### src/rtl/isp_multich_pipe.sv
`default_nettype none
// ============================================================================
//  Module   : isp_multich_pipe
//  Purpose  : NUM_CH independent RGB pixel channels sharing one strobe. Each
//             channel applies a per-frame mode (bypass, gray, horizontal
//             3-tap smooth, or binary threshold) with a fixed 2-cycle latency.
//  Ports    : clk          - single clock
//             reset        - synchronous, active-low
//             frame_start  - frame boundary pulse; latches mode_req
//             line_start   - first pixel of a line (qualified by pix_valid)
//             pix_valid    - input pixel strobe shared by all channels
//             pix_in       - packed pixels, channel k at [k*PIX_W +: PIX_W]
//             mode_req     - requested mode per channel (2 bits each)
//             thresh       - binary-mode gray threshold (PIX_W/3 bits)
//             pix_out      - processed pixels, same packing as pix_in
//             out_valid    - pix_out qualifier
//             mode_active  - mode currently applied per channel
//  Revision : 1.0 - initial release
// ============================================================================
module isp_multich_pipe #(
  parameter int NUM_CH = 4,
  parameter int PIX_W  = 12
) (
  input  logic                    clk,
  input  logic                    reset,
  input  logic                    frame_start,
  input  logic                    line_start,
  input  logic                    pix_valid,
  input  logic [NUM_CH*PIX_W-1:0] pix_in,
  input  logic [NUM_CH*2-1:0]     mode_req,
  input  logic [PIX_W/3-1:0]      thresh,
  output logic [NUM_CH*PIX_W-1:0] pix_out,
  output logic                    out_valid,
  output logic [NUM_CH*2-1:0]     mode_active
);

  localparam int COMP_W = PIX_W / 3;
  localparam int GW     = COMP_W + 5;  // gray weighted-sum width
  localparam int HW     = COMP_W + 2;  // smoothing sum width

  localparam logic [1:0] MODE_BYPASS  = 2'b00;
  localparam logic [1:0] MODE_GRAY    = 2'b01;
  localparam logic [1:0] MODE_HSMOOTH = 2'b10;

  logic [NUM_CH*2-1:0] mode_active_q;
  logic [NUM_CH*2-1:0] mode_eff_d;
  logic                s1_valid_q;
  logic [COMP_W-1:0]   s1_thr_q;
  logic                out_valid_q;

  // A pixel accepted together with frame_start must already see the new mode.
  assign mode_eff_d = frame_start ? mode_req : mode_active_q;

  always_ff @(posedge clk) begin
    if (!reset) begin
      mode_active_q <= '0;
      s1_valid_q    <= 1'b0;
      s1_thr_q      <= '0;
      out_valid_q   <= 1'b0;
    end else begin
      if (frame_start) begin
        mode_active_q <= mode_req;
      end
      s1_valid_q  <= pix_valid;
      s1_thr_q    <= thresh;
      out_valid_q <= s1_valid_q;
    end
  end

  assign out_valid   = out_valid_q;
  assign mode_active = mode_active_q;

  for (genvar k = 0; k < NUM_CH; k++) begin : g_ch
    logic [PIX_W-1:0] pix_w;
    logic [PIX_W-1:0] hist1_q;     // p[x-1]
    logic [PIX_W-1:0] hist2_q;     // p[x-2]
    logic [PIX_W-1:0] tap1_d;
    logic [PIX_W-1:0] tap2_d;
    logic [PIX_W-1:0] s1_pix_q;
    logic [PIX_W-1:0] s1_tap1_q;
    logic [PIX_W-1:0] s1_tap2_q;
    logic [1:0]       s1_mode_q;
    logic [PIX_W-1:0] smooth_w;
    logic [GW-1:0]    gsum_w;
    logic [COMP_W-1:0] gray_w;
    logic             bin_w;
    logic [PIX_W-1:0] pix_d;
    logic [PIX_W-1:0] out_pix_q;

    assign pix_w = pix_in[k*PIX_W +: PIX_W];

    // Edge replicate: at line start both taps take the current pixel.
    assign tap1_d = line_start ? pix_w : hist1_q;
    assign tap2_d = line_start ? pix_w : hist2_q;

    always_ff @(posedge clk) begin
      if (!reset) begin
        hist1_q   <= '0;
        hist2_q   <= '0;
        s1_pix_q  <= '0;
        s1_tap1_q <= '0;
        s1_tap2_q <= '0;
        s1_mode_q <= MODE_BYPASS;
        out_pix_q <= '0;
      end else begin
        // History advances only on accepted pixels, whatever the mode.
        if (pix_valid) begin
          hist1_q   <= pix_w;
          hist2_q   <= tap1_d;
          s1_pix_q  <= pix_w;
          s1_tap1_q <= tap1_d;
          s1_tap2_q <= tap2_d;
          s1_mode_q <= mode_eff_d[k*2 +: 2];
        end
        out_pix_q <= s1_valid_q ? pix_d : '0;
      end
    end

    for (genvar j = 0; j < 3; j++) begin : g_comp
      logic [HW-1:0] hsum_w;
      assign hsum_w = HW'(s1_tap2_q[j*COMP_W +: COMP_W])
                    + (HW'(s1_tap1_q[j*COMP_W +: COMP_W]) << 1)
                    + HW'(s1_pix_q[j*COMP_W +: COMP_W])
                    + HW'(2);
      assign smooth_w[j*COMP_W +: COMP_W] = COMP_W'(hsum_w >> 2);
    end

    always_comb begin
      gsum_w = GW'(s1_pix_q[3*COMP_W-1 -: COMP_W]) * GW'(5)
             + GW'(s1_pix_q[2*COMP_W-1 -: COMP_W]) * GW'(9)
             + GW'(s1_pix_q[COMP_W-1:0]) * GW'(2);
      gray_w = COMP_W'(gsum_w >> 4);
      bin_w  = (gsum_w >> 4) >= GW'(s1_thr_q);
      case (s1_mode_q)
        MODE_BYPASS:  pix_d = s1_pix_q;
        MODE_GRAY:    pix_d = {gray_w, gray_w, gray_w};
        MODE_HSMOOTH: pix_d = smooth_w;
        default:      pix_d = {PIX_W{bin_w}};
      endcase
    end

    assign pix_out[k*PIX_W +: PIX_W] = out_pix_q;
  end

endmodule
`default_nettype wire

### config.mk
export PLATFORM = sky130hd
export DESIGN_NAME = isp_multich_pipe
export DESIGN_NICKNAME = d
export VERILOG_FILES = /design/src/rtl/isp_multich_pipe.sv
export SDC_FILE = /design/constraint.sdc
export NUM_CORES = 1
export LEC_CHECK = 0
export ABC_AREA = 1
export BUFFER_PORTS_ARGS = -buffer_cell sky130_fd_sc_hd__buf_2
export CAP_MARGIN = 20
export CORE_ASPECT_RATIO = 1.5
export CORE_UTILIZATION = 30
export DETAILED_ROUTE_END_ITERATION = 8
export GPL_TIMING_DRIVEN = 0
export PLACE_DENSITY = 0.58
export SLEW_MARGIN = 20
export SYNTH_ARGS = -nofsm -noshare
export SYNTH_HDL_FRONTEND = slang
export SYNTH_SLANG_ARGS = --single-unit
### constraint.sdc
create_clock -name clk -period 4 [get_ports clk]
set_clock_uncertainty 0.05 [all_clocks]
set_input_delay 0.6 -clock clk [delete_from_list [all_inputs] [get_ports clk]]
set_output_delay 0.6 -clock clk [all_outputs]
set_load 0.02 [all_outputs]
-- After elaboration in Yosys (flattened, before gate mapping)
Index checks and enable logic that the tools add are counted.
W data, S select, Z words.
- memories: 0
- output and inout port bits: 57
- ROM bits: 0
- bits in latches: 0
- register bits after elaboration: 214
- RAM bits: 0
- logic and storage cells: 106
- reductions and logical operators: 5
- eq/ne operators: 8
- multipliers: 8
- div/mod/pow operators: 0
- bitwise operators: 0
- order comparisons: 4
- muxes and demuxes: 13
- shift operators: 0
- $add $sub $neg: 44
- operators with widths (kind ; number):
    $pmux W12 S3 ; 4
    $mux W12 ; 8
    $add A4 B5 Y6 ; 12
    $add A6 B2 Y6 const B ; 12
    $add A6 B4 Y6 ; 12
    $add A7 B8 Y9 ; 4
    $add A9 B5 Y9 ; 4
    $mul A4 B4 Y8 const B ; 4
    $mul A4 B3 Y7 const B ; 4
    $ge A5 B4 Y1 ; 4
    $eq A2 B1 Y1 const B ; 4
    $eq A2 B2 Y1 const B ; 4
    $logic_not A2 Y1 ; 4
    $mux W8 ; 1
    $reduce_and A2 Y1 ; 1

-- Longest topological paths before layout
Gate-level depths: netlist (run 1).
- depth after elaboration: 5
- gate-level depth with buffers: 27

-- Least setup slack after synthesis (run 1)
No wires, ideal clock.
- kind: register to register
- from: reg g_ch[2].s1_pix_q[7]
- to: reg g_ch[2].out_pix_q[4]
- required time: 3829 ps
- library setup time: 121 ps
- stages on the path, launching flop included: 21
- setup slack: 90 ps
- period minus slack after synthesis: 3910 ps
- arrival time: 3739 ps
- cell sequence: dfxtp_1 -> ha_1 -> ha_1 -> inv_1 -> fa_1 -> fa_1 -> inv_1 -> ha_1 -> nand2_1 -> nand2_1 -> a21oi_2 -> nand3b_1 -> and2_2 -> ha_1 -> or2_2 -> a21oi_1 -> nand2_2 -> nand2_4 -> inv_6 -> nor2_2 -> nor2_2
- cells in the longest elaborated chain, start to end: 5
- ends and longest elaborated chain (element ; RTL line ; RTL):
    from (decl) ; 79 ; logic [PIX_W-1:0] s1_pix_q;
    from (signal assigned) ; 110 ; s1_pix_q <= pix_w;
    $mul A4 B4 Y8 * ; 130 ; + GW'(s1_pix_q[2*COMP_W-1 -: COMP_W]) * GW'(9)
    $add A7 B8 Y9 * ; 130 ;
    $add A9 B5 Y9 * ; 131 ; + GW'(s1_pix_q[COMP_W-1:0]) * GW'(2);
    $ge A5 B4 Y1 ; 133 ; bin_w = (gsum_w >> 4) >= GW'(s1_thr_q);
    $pmux W12 S3 * ; 134 ; case (s1_mode_q)
    to (signal assigned) ; 115 ; out_pix_q <= s1_valid_q ? pix_d : '0;
    to (decl) ; 88 ; logic [PIX_W-1:0] out_pix_q;
Mark *: on every way between the ends. The rest lies on a longest branch, timed or not.
A chain may end at the register's enable or synchronous reset.

-- Worst setup path in the final report (run 1)
- from: reg g_ch[2].s1_pix_q[8]
- to: reg g_ch[2].out_pix_q[0]
- cells in the longest elaborated chain, start to end: 5
- ends and longest elaborated chain (element ; RTL line ; RTL):
    $mul A4 B3 Y7 * ; 129 ; gsum_w = GW'(s1_pix_q[3*COMP_W-1 -: COMP_W]) * GW'(5)
    $add A7 B8 Y9 * ; 130 ;
    $add A9 B5 Y9 * ; 131 ;
    $ge A5 B4 Y1 ; 133 ;
    $pmux W12 S3 * ; 134 ;
Marked as above.

==> flow_summary.json, run 1 <==
{
  "avgRoutedWirePerCell_um": 15.4,
  "route.detailed.drc": 0,
  "grt-ovfl-total": 0,
  "worst_setup_path_end_kind": "flop",
  "p_seq_share_pct": 34.5,
  "syn_nets": 2375,
  "hold_viol": 0,
  "critical_path_arrival_ns": 4.31,
  "synth-async-reset-ratio_pct": 0,
  "vias_per_cell": 4.64,
  "pwr_density_cell_nw_per_um2": 389,
  "synth_area_um2": 14800,
  "fillers": 5151,
  "internal_power_w": 0.00447,
  "syn2layout_area_growth_pct": 20.4,
  "grt_pass1_vias": 13300,
  "hp-class": "input pin to flop",
  "synth_area_leader_cell": "dfxtp_1",
  "vias": 13700,
  "grt_max_degree": 14,
  "synth_top_flop_cell": "dfxtp_1",
  "ys_types": 36,
  "groute.usage.overall_pct": 17.9,
  "insertion_delay_ns": 0.56,
  "finalSetupViolCount": 0,
  "cts_tree": "done",
  "rsz0062_at_grt": "true",
  "synth-seq-area-share_pct": 29.0,
  "finish.utilization_pct": 36.6,
  "worst_pin_slew_ns": 0.822,
  "timing.final.crit_share_pct": 98.3,
  "cts-root-buf": "clkbuf_16",
  "die_w_um": 183,
  "synth_commonest_cells": "inv_1, nand2_1, dfxtp_1",
  "io_pins": 122,
  "drtIter0Drc": 636,
  "rows": 99,
  "synth_cells": 2102,
  "syn_avg_cell_area_um2": 7.03,
  "cts_htree_levels": 1,
  "required_ns": 4.37,
  "place_congestion": 0.886,
  "multi_input_area_um2": 8900,
  "slew_violations": 0,
  "critPathKind": "flop to flop",
  "synth.top_cell.area_share_pct": 29.0,
  "clock_sinks": 214,
  "final_antenna_net_count": 0,
  "grt_pass1_wl_mm": 69.7,
  "dpl.hpwl_mm": 35.3,
  "die_y_um": 274,
  "nets": 2546,
  "comb_power_share_pct": 32.7,
  "cts_max_path_buffers": 3,
  "instances_no_fill": 2948,
  "synth_area_leaders": "dfxtp_1, ha_1, inv_1",
  "yosys_warnings": 0,
  "netSwitchingFraction_pct": 35.3,
  "synth_edf_count": 0,
  "path_max_fanout": 7,
  "p_clk_share_pct": 32.8,
  "die_area_um2": 50200,
  "ir_drop_uv": 346,
  "cp-start-kind": "flop",
  "antenna_found_initial": 2,
  "drive_gt1_share_pct": 18.7,
  "drt-total-wl_mm": 45.5,
  "post-place-cells": 2876,
  "min_period_ns": 3.93,
  "status": "finished clean",
  "drv_cap": 0,
  "ys_seq_elements": 214,
  "cts.clk_slew.worst_paths_ns": 0.06,
  "p_leak_nw": 9.54,
  "power.switching_w": 0.00245,
  "core_um2": 48700,
  "synth_most_common_cell": "inv_1",
  "max_freq_mhz": 254,
  "max-slew-margin-rel_pct": 45.1,
  "dr.pass1.iters": 5,
  "port-buffer-count": 118,
  "cts_buffers": 24,
  "seq_area_um2": 4350,
  "initial_core_util_pct": 30.4
}
## final timing paths
| check | from | endpoint | slack (ns) | cells after the start |
|---|---|---|---|---|
| max reg2reg | g_ch[2].s1_pix_q[8] | g_ch[2].out_pix_q[0] | 0.07 | 23 |
| min reg2reg | mode_active[7] | mode_active[7] | 0.48 | 2 |
| max | g_ch[2].s1_pix_q[8] | g_ch[2].out_pix_q[0] | 0.07 | 23 |
| min | thresh[0] | s1_thr_q[0] | 0.20 | 3 |
## flip-flops by register name, summed over array words and instances, names as in the netlist, 4 cells and up
signal / flops
g_ch.out_pix_q: 48
g_ch.s1_tap2_q: 48
g_ch.s1_pix_q: 48
mode_active: 8
s1_thr_q: 4
g_ch.s1_mode_q: 8
g_ch.s1_tap1_q: 48
## power by group through the flow
| stage | Combinational (W) | Clock [W] | Sequential [W] |
|---|---|---|---|
| floorplan | 0.00145 | 0 | 0.00242 |
| global placement | 0.00192 | 0 | 0.00244 |
| detailed placement | 0.00196 | 0 | 0.00244 |
| CTS | 0.00203 | 0.00234 | 0.00239 |
| global route | 0.00258 | 0.00242 | 0.00240 |
| finish | 0.00226 | 0.00227 | 0.00239 |
## timing repair
action	in CTS	in global routing
endpoints found under the setup margin	48	48
setup buffers	4	23
hold buffers	0	0
resized for setup	40	121
pin swaps	11	70
## layout make-up
class | count | share of cell area [%]
diodes | 1 | 0.0141
plain buffers | 76 | 2.04
clock buffers | 33 | 3.96
clock inverters | 11 | 0.534
inverters | 462 | 9.96
multi-input cells | 1350 | 50.0
flip-flops and latches | 214 | 24.4
well taps | 656 | 4.61
repair buffers | 145 | 4.45
## through the flow
step | cell area [um^2] | setup slack (ns) | hold WS [ns] | power (W) | setup TNS, ns
2_1_floorplan | 14800 | 0.0899 | 0.423 | 0.00387 | 0
3_3_place_gp | 16200 | -0.247 | 0.471 | 0.00436 | -5.82
3_5_place_dp | 16200 | -0.278 | 0.478 | 0.00440 | -6.90
4_1_cts | 17200 | 0.00974 | 0.169 | 0.00677 | 0
5_1_grt | 17800 | -0.132 | 0.195 | 0.00740 | -1.50
6_report | 17800 | 0.0682 | 0.199 | 0.00692 | 0
## cell families (layout without fill, tap and decap cells)
group           after synthesis  in the layout  synth area share, %
fa+ha+maj                   208            208                 20.2
flops                       214            214                 29.0
mux                           8              8                0.542
other cells                   0              1                    0
compound gates              406            406                 14.3
buf+inv                     538            727                 14.3
simple gates                728            728                 21.7
## routing by layer
metal  global-route usage [%]  routed length [um]  up-vias  part of all wire [%]
met3                     1.73                2070      106                   4.5
met4                     8.99                2080        0                   4.6
met5                        0                   0        -                     0
met1                     20.4               18300     6297                    40
met2                     33.0               23000      374                    51
li1                         -                   -     6891                     -
## worst max-delay path, cell delays in order (launching register included)
cell and delay [ns]:
dfxtp_4 0.38, ha_4 0.14, inv_2 0.03, fa_1 0.52
inv_2 0.05, ha_4 0.26, inv_2 0.03, fa_1 0.51
inv_2 0.05, ha_4 0.27, nand2_1 0.05, nor2_1 0.09
nand3_1 0.11, nand2_1 0.11, nand2_2 0.06, and2_4 0.13
ha_1 0.17, or2_4 0.24, a21oi_2 0.11, nand2_2 0.07
nand2_4 0.13, clkinv_8 0.11, nor2_4 0.09, nor2_2 0.03
## layout by cell type (no fill, tap or decap), types with 25 or more instances in the layout
| master | n |
|---|---|
| clkbuf_1 | 32 |
| inv_1 | 431 |
| inv_2 | 27 |
| dfxtp_1 | 189 |
| nor2_1 | 165 |
| nor2_2 | 40 |
| clkbuf_16 | 25 |
| buf_2 | 153 |
| nand3_1 | 80 |
| ha_1 | 133 |
| a21oi_1 | 130 |
| nand2_2 | 31 |
| fa_1 | 52 |
| o21ai_1 | 63 |
| nand2_1 | 328 |
| buf_4 | 32 |
| o21ai_0 | 181 |
No activity file was read; power rests on OpenSTA's default activity.
==> run 2: changes to the inputs <==
--- a/config.mk
+++ b/config.mk
@@ -9,10 +9,10 @@
 export BUFFER_PORTS_ARGS = -buffer_cell sky130_fd_sc_hd__buf_2
 export CAP_MARGIN = 20
 export CORE_ASPECT_RATIO = 1.5
-export CORE_UTILIZATION = 30
+export CORE_UTILIZATION = 55
 export DETAILED_ROUTE_END_ITERATION = 8
 export GPL_TIMING_DRIVEN = 0
-export PLACE_DENSITY = 0.58
+export PLACE_DENSITY = 0.88
 export SLEW_MARGIN = 20
 export SYNTH_ARGS = -nofsm -noshare
 export SYNTH_HDL_FRONTEND = slang
==> run 2 against run 1 <==
  * Hold slack gained 0.011 ns
  * Sequential share of layout area grew 0.79 points
  * Combinational power is essentially flat
  * First-iteration DRC count grew 64%
  * Global-route usage grew 12 points
  * Final cell count shrank 11%
  * Largest cell class unchanged
  * Largest power group unchanged
==> flow_summary.json, run 2 (synthesized netlist as in run 1, its figures left out) <==
{
  "layout_commonest_cell": "inv_1",
  "n_antenna_cell": 0,
  "r2r_slack_ns": 0.02,
  "critical_path_arrival_ns": 4.29,
  "final_cell_mix": "inv_1, nand2_1, dfxtp_1",
  "vias": 14500,
  "hp-class": "input pin to flop",
  "ir_drop_uv": 383,
  "p_leak_nw": 9.53,
  "drt-total-wl_mm": 42.4,
  "max_freq_mhz": 252,
  "die_area_um2": 27600,
  "final_antenna_net_count": 0,
  "min_period_ns": 3.98,
  "timing.critical_path.buf_inv": 5,
  "route.detailed.drc": 0,
  "vias_per_cell": 5.53,
  "cts_htree_levels": 1,
  "met3_usage_pct": 3.87,
  "cts-root-buf": "clkbuf_16",
  "initial_core_util_pct": 55.8,
  "dr.pass1.iters": 5,
  "placed_cell_area_um2": 15800,
  "rsz0062_at_grt": "true",
  "cts.clk_slew.worst_paths_ns": 0.06,
  "max-slew-margin-rel_pct": 44.7,
  "cts_tree": "done",
  "hold_viol": 0,
  "worstHoldEndpoint": "s1_thr_q[3]",
  "path_max_fanout": 5,
  "worst_pin_slew_ns": 0.827,
  "cp-start-kind": "flop",
  "drv_cap": 0,
  "critical_path.most_common_cell": "inv_2",
  "syn2layout_area_growth_pct": 16.6,
  "hp-start": "thresh[3]",
  "insertion_delay_ns": 0.53,
  "cp_slowest_cell": "fa_1",
  "cts_hold_buffers": 0,
  "groute.usage.overall_pct": 29.9,
  "core_um2": 26500,
  "grt_pass1_wl_mm": 65.5,
  "cts_buffers": 23,
  "whs_ns": 0.210,
  "grt_pass1_vias": 14100,
  "io_pins": 122,
  "avgRoutedWirePerCell_um": 16.2,
  "fin_setup_tns_ns": 0,
  "antenna_found_initial": 0,
  "grtUsageMet1_pct": 31.8,
  "critPathKind": "flop to flop",
  "port-buffer-count": 118,
  "fin_area_um2": 17200,
  "finish.utilization_pct": 65.1,
  "slowest_delay_ns": 0.58,
  "drtIter0Drc": 1041,
  "cts_max_path_buffers": 3,
  "drive_gt1_share_pct": 17.5,
  "dpl.hpwl_mm": 31.3,
  "worst_setup_path_end_kind": "flop",
  "rows": 73,
  "fillers": 2166,
  "reg2regPathDepth": 21,
  "pwr_density_cell_nw_per_um2": 395,
  "grt-ovfl-total": 0,
  "finalSetupViolCount": 0,
  "crit_family": "adder cells",
  "cp_cell_sequence": "inv_1 > fa_1 > inv_2 > ha_4 > inv_2 > fa_1 > inv_2 > ha_4 > nand2_1 > nor2_1 > nand3_1 > nand2_1 > nand2_2 > and2_4 > ha_1 > or2_4 > a21oi_2 > nand2_2 > nand2_4 > buf_4 > a31oi_1",
  "place_congestion": 0.950,
  "clock_sinks": 214,
  "timing.final.crit_share_pct": 99.4,
  "hold-path-cell-count": 3,
  "required_ns": 4.31,
  "total_power_w": 0.00681,
  "die_y_um": 203,
  "die_w_um": 136,
  "nets": 2544,
  "grt_max_degree": 15,
  "grt_util_met2_pct": 52.4,
  "status": "finished clean",
  "grt_most_used_layer": "met2",
  "rr_startpoint": "g_ch[2].s1_pix_q[2]",
  "rr_endpoint": "g_ch[2].out_pix_q[7]",
  "slew_violations": 0
}
==> run 2: changes by cell type in the layout (fill, tap and decap cells not counted), moves of 3 or more <==
cell,delta
ha_4,-6
nand2_1,+9
ha_1,+5
inv_1,+8
nand2_2,-9
inv_2,-8
clkinvlp_4,-3
==> run 2: timing repair <==
item | CTS | global route
setup buffers | 3 | 23
setup endpoints to repair | 45 | 48
pin swaps | 7 | 58
cloned | 0 | 0
resized for setup | 23 | 110
==> run 2: cell type report <==
cell class              count  area [um^2]  share of cell area [%]
flip-flops and latches    214         4350                    25.2
clock inverters            10          115                   0.668
clock buffers              30          642                    3.72
repair buffers            144          786                    4.56
plain buffers              76          364                    2.11
well taps                 337          422                    2.45
inverters                 462         1770                    10.3
multi-input cells        1350         8780                    51.0
==> run 2: how the worst max path moves through the flow <==
stage	start	end	slack, ns	cells past startpoint
after global routing	g_ch[2].s1_pix_q[9]	g_ch[2].out_pix_q[7]	-0.12	24
after floorplan	g_ch[2].s1_pix_q[7]	g_ch[2].out_pix_q[4]	0.09	20
after global placement	g_ch[2].s1_pix_q[7]	g_ch[2].out_pix_q[0]	-0.23	20
after CTS	g_ch[3].s1_pix_q[6]	g_ch[3].out_pix_q[11]	0.002	25
after detailed placement	g_ch[2].s1_pix_q[7]	g_ch[2].out_pix_q[8]	-0.31	20
final	g_ch[2].s1_pix_q[2]	g_ch[2].out_pix_q[7]	0.02	21
==> run 2: power breakdown <==
part	internal (W)	switching [W]
Sequential	0.00227	0.000120
Combinational	0.000896	0.00135
Clock	0.00126	0.000913
Total	0.00442	0.00239
==> run 2: worst reg2reg max path: stages, from the launching register on <==
cell and delay, ns:
dfxtp_2 0.37, inv_1 0.11, fa_1 0.58, inv_2 0.05, ha_4 0.25, inv_2 0.03
fa_1 0.50, inv_2 0.06, ha_4 0.28, nand2_1 0.05, nor2_1 0.09, nand3_1 0.11
nand2_1 0.11, nand2_2 0.06, and2_4 0.13, ha_1 0.17, or2_4 0.25, a21oi_2 0.12
nand2_2 0.08, nand2_4 0.13, buf_4 0.14, a31oi_1 0.08
==> run 2: metal layers <==
layer  up-vias  part of all wire (%)  routed length [um]
met1      6688                    36               15300
met4         0                   7.8                3310
met3       243                   7.0                2970
met5         -                     0                   0
met2       699                    49               20800
li1       6883                     -                   -
==> run 2: through the flow <==
step | cells | worst slack (ns)
after detailed placement | 2557 | -0.307
after CTS | 2600 | 0.00242
after global routing | 2623 | -0.124
final | 2623 | 0.0243
after floorplan | 2102 | 0.0899
after global placement | 2557 | -0.226
==> run 3: changes to the inputs <==
--- a/config.mk
+++ b/config.mk
@@ -5,11 +5,11 @@
 export SDC_FILE = /design/constraint.sdc
 export NUM_CORES = 1
 export LEC_CHECK = 0
-export ABC_AREA = 1
 export BUFFER_PORTS_ARGS = -buffer_cell sky130_fd_sc_hd__buf_2
 export CAP_MARGIN = 20
 export CORE_ASPECT_RATIO = 1.5
 export CORE_UTILIZATION = 55
+export CTS_CLUSTER_DIAMETER = 100
 export DETAILED_ROUTE_END_ITERATION = 8
 export GPL_TIMING_DRIVEN = 0
 export PLACE_DENSITY = 0.88
==> run 3 against run 2 <==
  * The run now ends with setup timing left
  * Total power decreased by 3.2%
  * Maximum frequency is 11% lower
  * First-iteration DRC count grew 38%
  * Sequential power is essentially flat
  * Area after synthesis is 6.0% lower
  * Sequential share of layout area rose by 0.19 points
  * Global-route usage rose by 2.3 points
  * Combinational power is 8% lower
  * Synthesized cell count down 29%
  * Register-to-register slack got worse by 0.50 ns
  * Non-clock buffer count increased by 41
  * Clock power hardly changed
==> flow_summary.json, run 3 <==
{
  "groute.usage.overall_pct": 32.2,
  "ys_seq_elements": 214,
  "path_max_fanout": 6,
  "cts_buffers": 21,
  "cts_max_path_buffers": 3,
  "drt-total-wl_mm": 45.9,
  "crit_family": "adder cells",
  "post-place-cells": 1937,
  "cts_htree_levels": 1,
  "cts-root-buf": "clkbuf_16",
  "die_y_um": 197,
  "vias": 13200,
  "slowest_delay_ns": 0.55,
  "total_power_w": 0.00659,
  "hp-start": "thresh[0]",
  "p_leak_nw": 7.96,
  "ir_drop_uv": 323,
  "grt_pass1_wl_mm": 65.9,
  "antenna_found_initial": 2,
  "rr_endpoint": "g_ch[0].out_pix_q[3]",
  "synth_top_flop_cell": "dfxtp_1",
  "port-buffer-count": 118,
  "insertion_delay_ns": 0.53,
  "worstHoldEndpoint": "s1_thr_q[0]",
  "synth_area_leader_cell": "dfxtp_1",
  "cp-start-kind": "flop",
  "instances_no_fill": 2031,
  "grt-ovfl-total": 0,
  "critical_path_arrival_ns": 4.81,
  "drive_gt1_share_pct": 23.1,
  "synth_area_leaders": "dfxtp_1, ha_1, mux2i_1",
  "max-slew-margin-rel_pct": 31.9,
  "synth_most_common_cell": "dfxtp_1",
  "place_congestion": 0.968,
  "finalSetupViolCount": 48,
  "vias_per_cell": 6.51,
  "dpl.hpwl_mm": 29.0,
  "synth-seq-area-share_pct": 30.8,
  "setup_ws_ns": -0.474,
  "grt_max_degree": 16,
  "nets": 1967,
  "reg2regPathDepth": 16,
  "hold-path-cell-count": 2,
  "worst_pin_slew_ns": 1.02,
  "r2r_slack_ns": -0.47,
  "timing.critical_path.buf_inv": 3,
  "dr.pass1.iters": 8,
  "synth.top_cell.area_share_pct": 30.8,
  "timing.final.crit_share_pct": 112,
  "avgRoutedWirePerCell_um": 22.6,
  "die_area_um2": 25900,
  "pwr_density_cell_nw_per_um2": 384,
  "status": "finished, violations left",
  "hp-class": "input pin to flop",
  "slew_violations": 0,
  "finish.utilization_pct": 69.7,
  "drtIter0Drc": 1440,
  "critPathKind": "flop to flop",
  "cp_cell_sequence": "ha_1 > inv_1 > fa_1 > fa_1 > inv_1 > ha_4 > nand3_4 > o21ai_2 > a21oi_1 > xnor2_1 > ha_1 > o21ai_0 > o211ai_1 > o211ai_1 > buf_4 > o22ai_4",
  "rr_startpoint": "g_ch[0].s1_pix_q[10]",
  "layout_commonest_cell": "dfxtp_1",
  "final_cell_mix": "dfxtp_1, mux2i_1, o21ai_0",
  "dp_slack_ns": -0.612,
  "fillers": 1601,
  "rsz0062_at_grt": "true",
  "synth_edf_count": 0,
  "syn_nets": 1768,
  "initial_core_util_pct": 56.5,
  "io_pins": 122,
  "violations": "setup timing",
  "core_um2": 24600,
  "synth_commonest_cells": "dfxtp_1, ha_1, mux2i_1",
  "syn2layout_area_growth_pct": 23.5,
  "synth_cells": 1495,
  "yosys_warnings": 0,
  "cp_slowest_cell": "fa_1",
  "required_ns": 4.33,
  "cts_tree": "done",
  "synth_area_um2": 13900,
  "max_freq_mhz": 224,
  "die_w_um": 132,
  "rows": 70,
  "clock_sinks": 214,
  "route.detailed.drc": 0,
  "drv_cap": 0,
  "final_antenna_net_count": 0,
  "min_period_ns": 4.47,
  "syn_avg_cell_area_um2": 9.30,
  "hold_viol": 0,
  "cts.clk_slew.worst_paths_ns": 0.07,
  "worst_setup_path_end_kind": "flop",
  "ys_types": 53,
  "whs_ns": 0.265,
  "synth-async-reset-ratio_pct": 0,
  "n_antenna_cell": 0,
  "grt_pass1_vias": 12800,
  "cts_hold_buffers": 0
}
==> run 3: changes by cell type after synthesis, sizes merged, moves of 14 or more <==
| cell | previous run | this run |
|---|---|---|
| nand2 | 364 | 17 |
| inv | 462 | 149 |
| nor2 | 226 | 35 |
| mux2i | 8 | 155 |
| nand3 | 93 | 6 |
| o21ai | 244 | 159 |
| nor2b | 0 | 59 |
| a211oi | 0 | 38 |
| clkbuf | 30 | 58 |
| o22ai | 0 | 24 |
| xnor2 | 0 | 24 |
| a21o | 0 | 22 |
| buf | 46 | 27 |
| o211a | 0 | 14 |
==> run 3: stage by stage <==
step,TNS (ns),area (um^2)
final,-15.53,17200
after global routing,-20.94,17200
after CTS,-7.12,16600
after detailed placement,-23.10,14900
after global placement,-19.23,14900
after floorplan,0,13900
==> run 3: timing repair <==
action,4_1_cts,5_1_grt
setup endpoints to repair,48,48
buffers inserted,38,22
hold endpoints to repair,0,0
pin swaps,97,65
resized for setup,136,68
==> run 3: cell families after synthesis <==
group,synth area share (%)
buffers and inverters,6.59
AOI/OAI and AO/OA,20.5
muxes,11.2
and+or+nand+nor,7.42
DFF,30.8
adders and majority gates,21.5
xor gates and xnor gates,2.02
==> run 3: layout make-up <==
cell class | count | area (um^2) | area share [%]
Clock inverter | 8 | 150 | 0.875
Multi-Input combinational cell | 1045 | 9710 | 56.5
Timing Repair Buffer | 178 | 1060 | 6.17
Sequential cell | 214 | 4360 | 25.4
Inverter | 151 | 567 | 3.30
Clock buffer | 28 | 572 | 3.33
Tap cell | 324 | 405 | 2.36
Buffer | 83 | 342 | 1.99
==> run 3: worst max path at each step <==
stage / cells past startpoint / from / endpoint
6_report: 16 / g_ch[0].s1_pix_q[10] / g_ch[0].out_pix_q[3]
5_1_grt: 19 / g_ch[2].s1_pix_q[8] / g_ch[2].out_pix_q[7]
4_1_cts: 18 / g_ch[3].s1_pix_q[8] / g_ch[3].out_pix_q[7]
3_5_place_dp: 17 / g_ch[3].s1_pix_q[11] / g_ch[3].out_pix_q[2]
3_3_place_gp: 16 / g_ch[2].s1_pix_q[9] / g_ch[2].out_pix_q[1]
2_1_floorplan: 18 / g_ch[2].s1_pix_q[6] / g_ch[2].out_pix_q[11]
==> run 3: power breakdown <==
group	switching (W)	total (W)	internal, W
clock network	0.000876	0.00214	0.00127
registers	0.000129	0.00239	0.00226
logic	0.00117	0.00206	0.000891
total	0.00218	0.00659	0.00441
==> run 3: routing by layer <==
| layer | up-vias | global-route usage [%] | wire (um) |
|---|---|---|---|
| met3 | 364 | 5.84 | 3850 |
| met2 | 924 | 55.6 | 22200 |
| met1 | 6252 | 34.6 | 15500 |
| met5 | - | 0 | 20 |
| li1 | 5670 | - | - |
| met4 | 4 | 26.2 | 4350 |
==> run 3: worst register-to-register path: cells and delay by family (launching register included) <==
| family | cells | cell delay [ns] |
|---|---|---|
| AOI/OAI and AO/OA | 6 | 1.12 |
| and+or+nand+nor | 1 | 0.11 |
| adders and majority gates | 5 | 1.94 |
| DFF | 1 | 0.53 |
| xor gates and xnor gates | 1 | 0.17 |
| buffers and inverters | 3 | 0.40 |
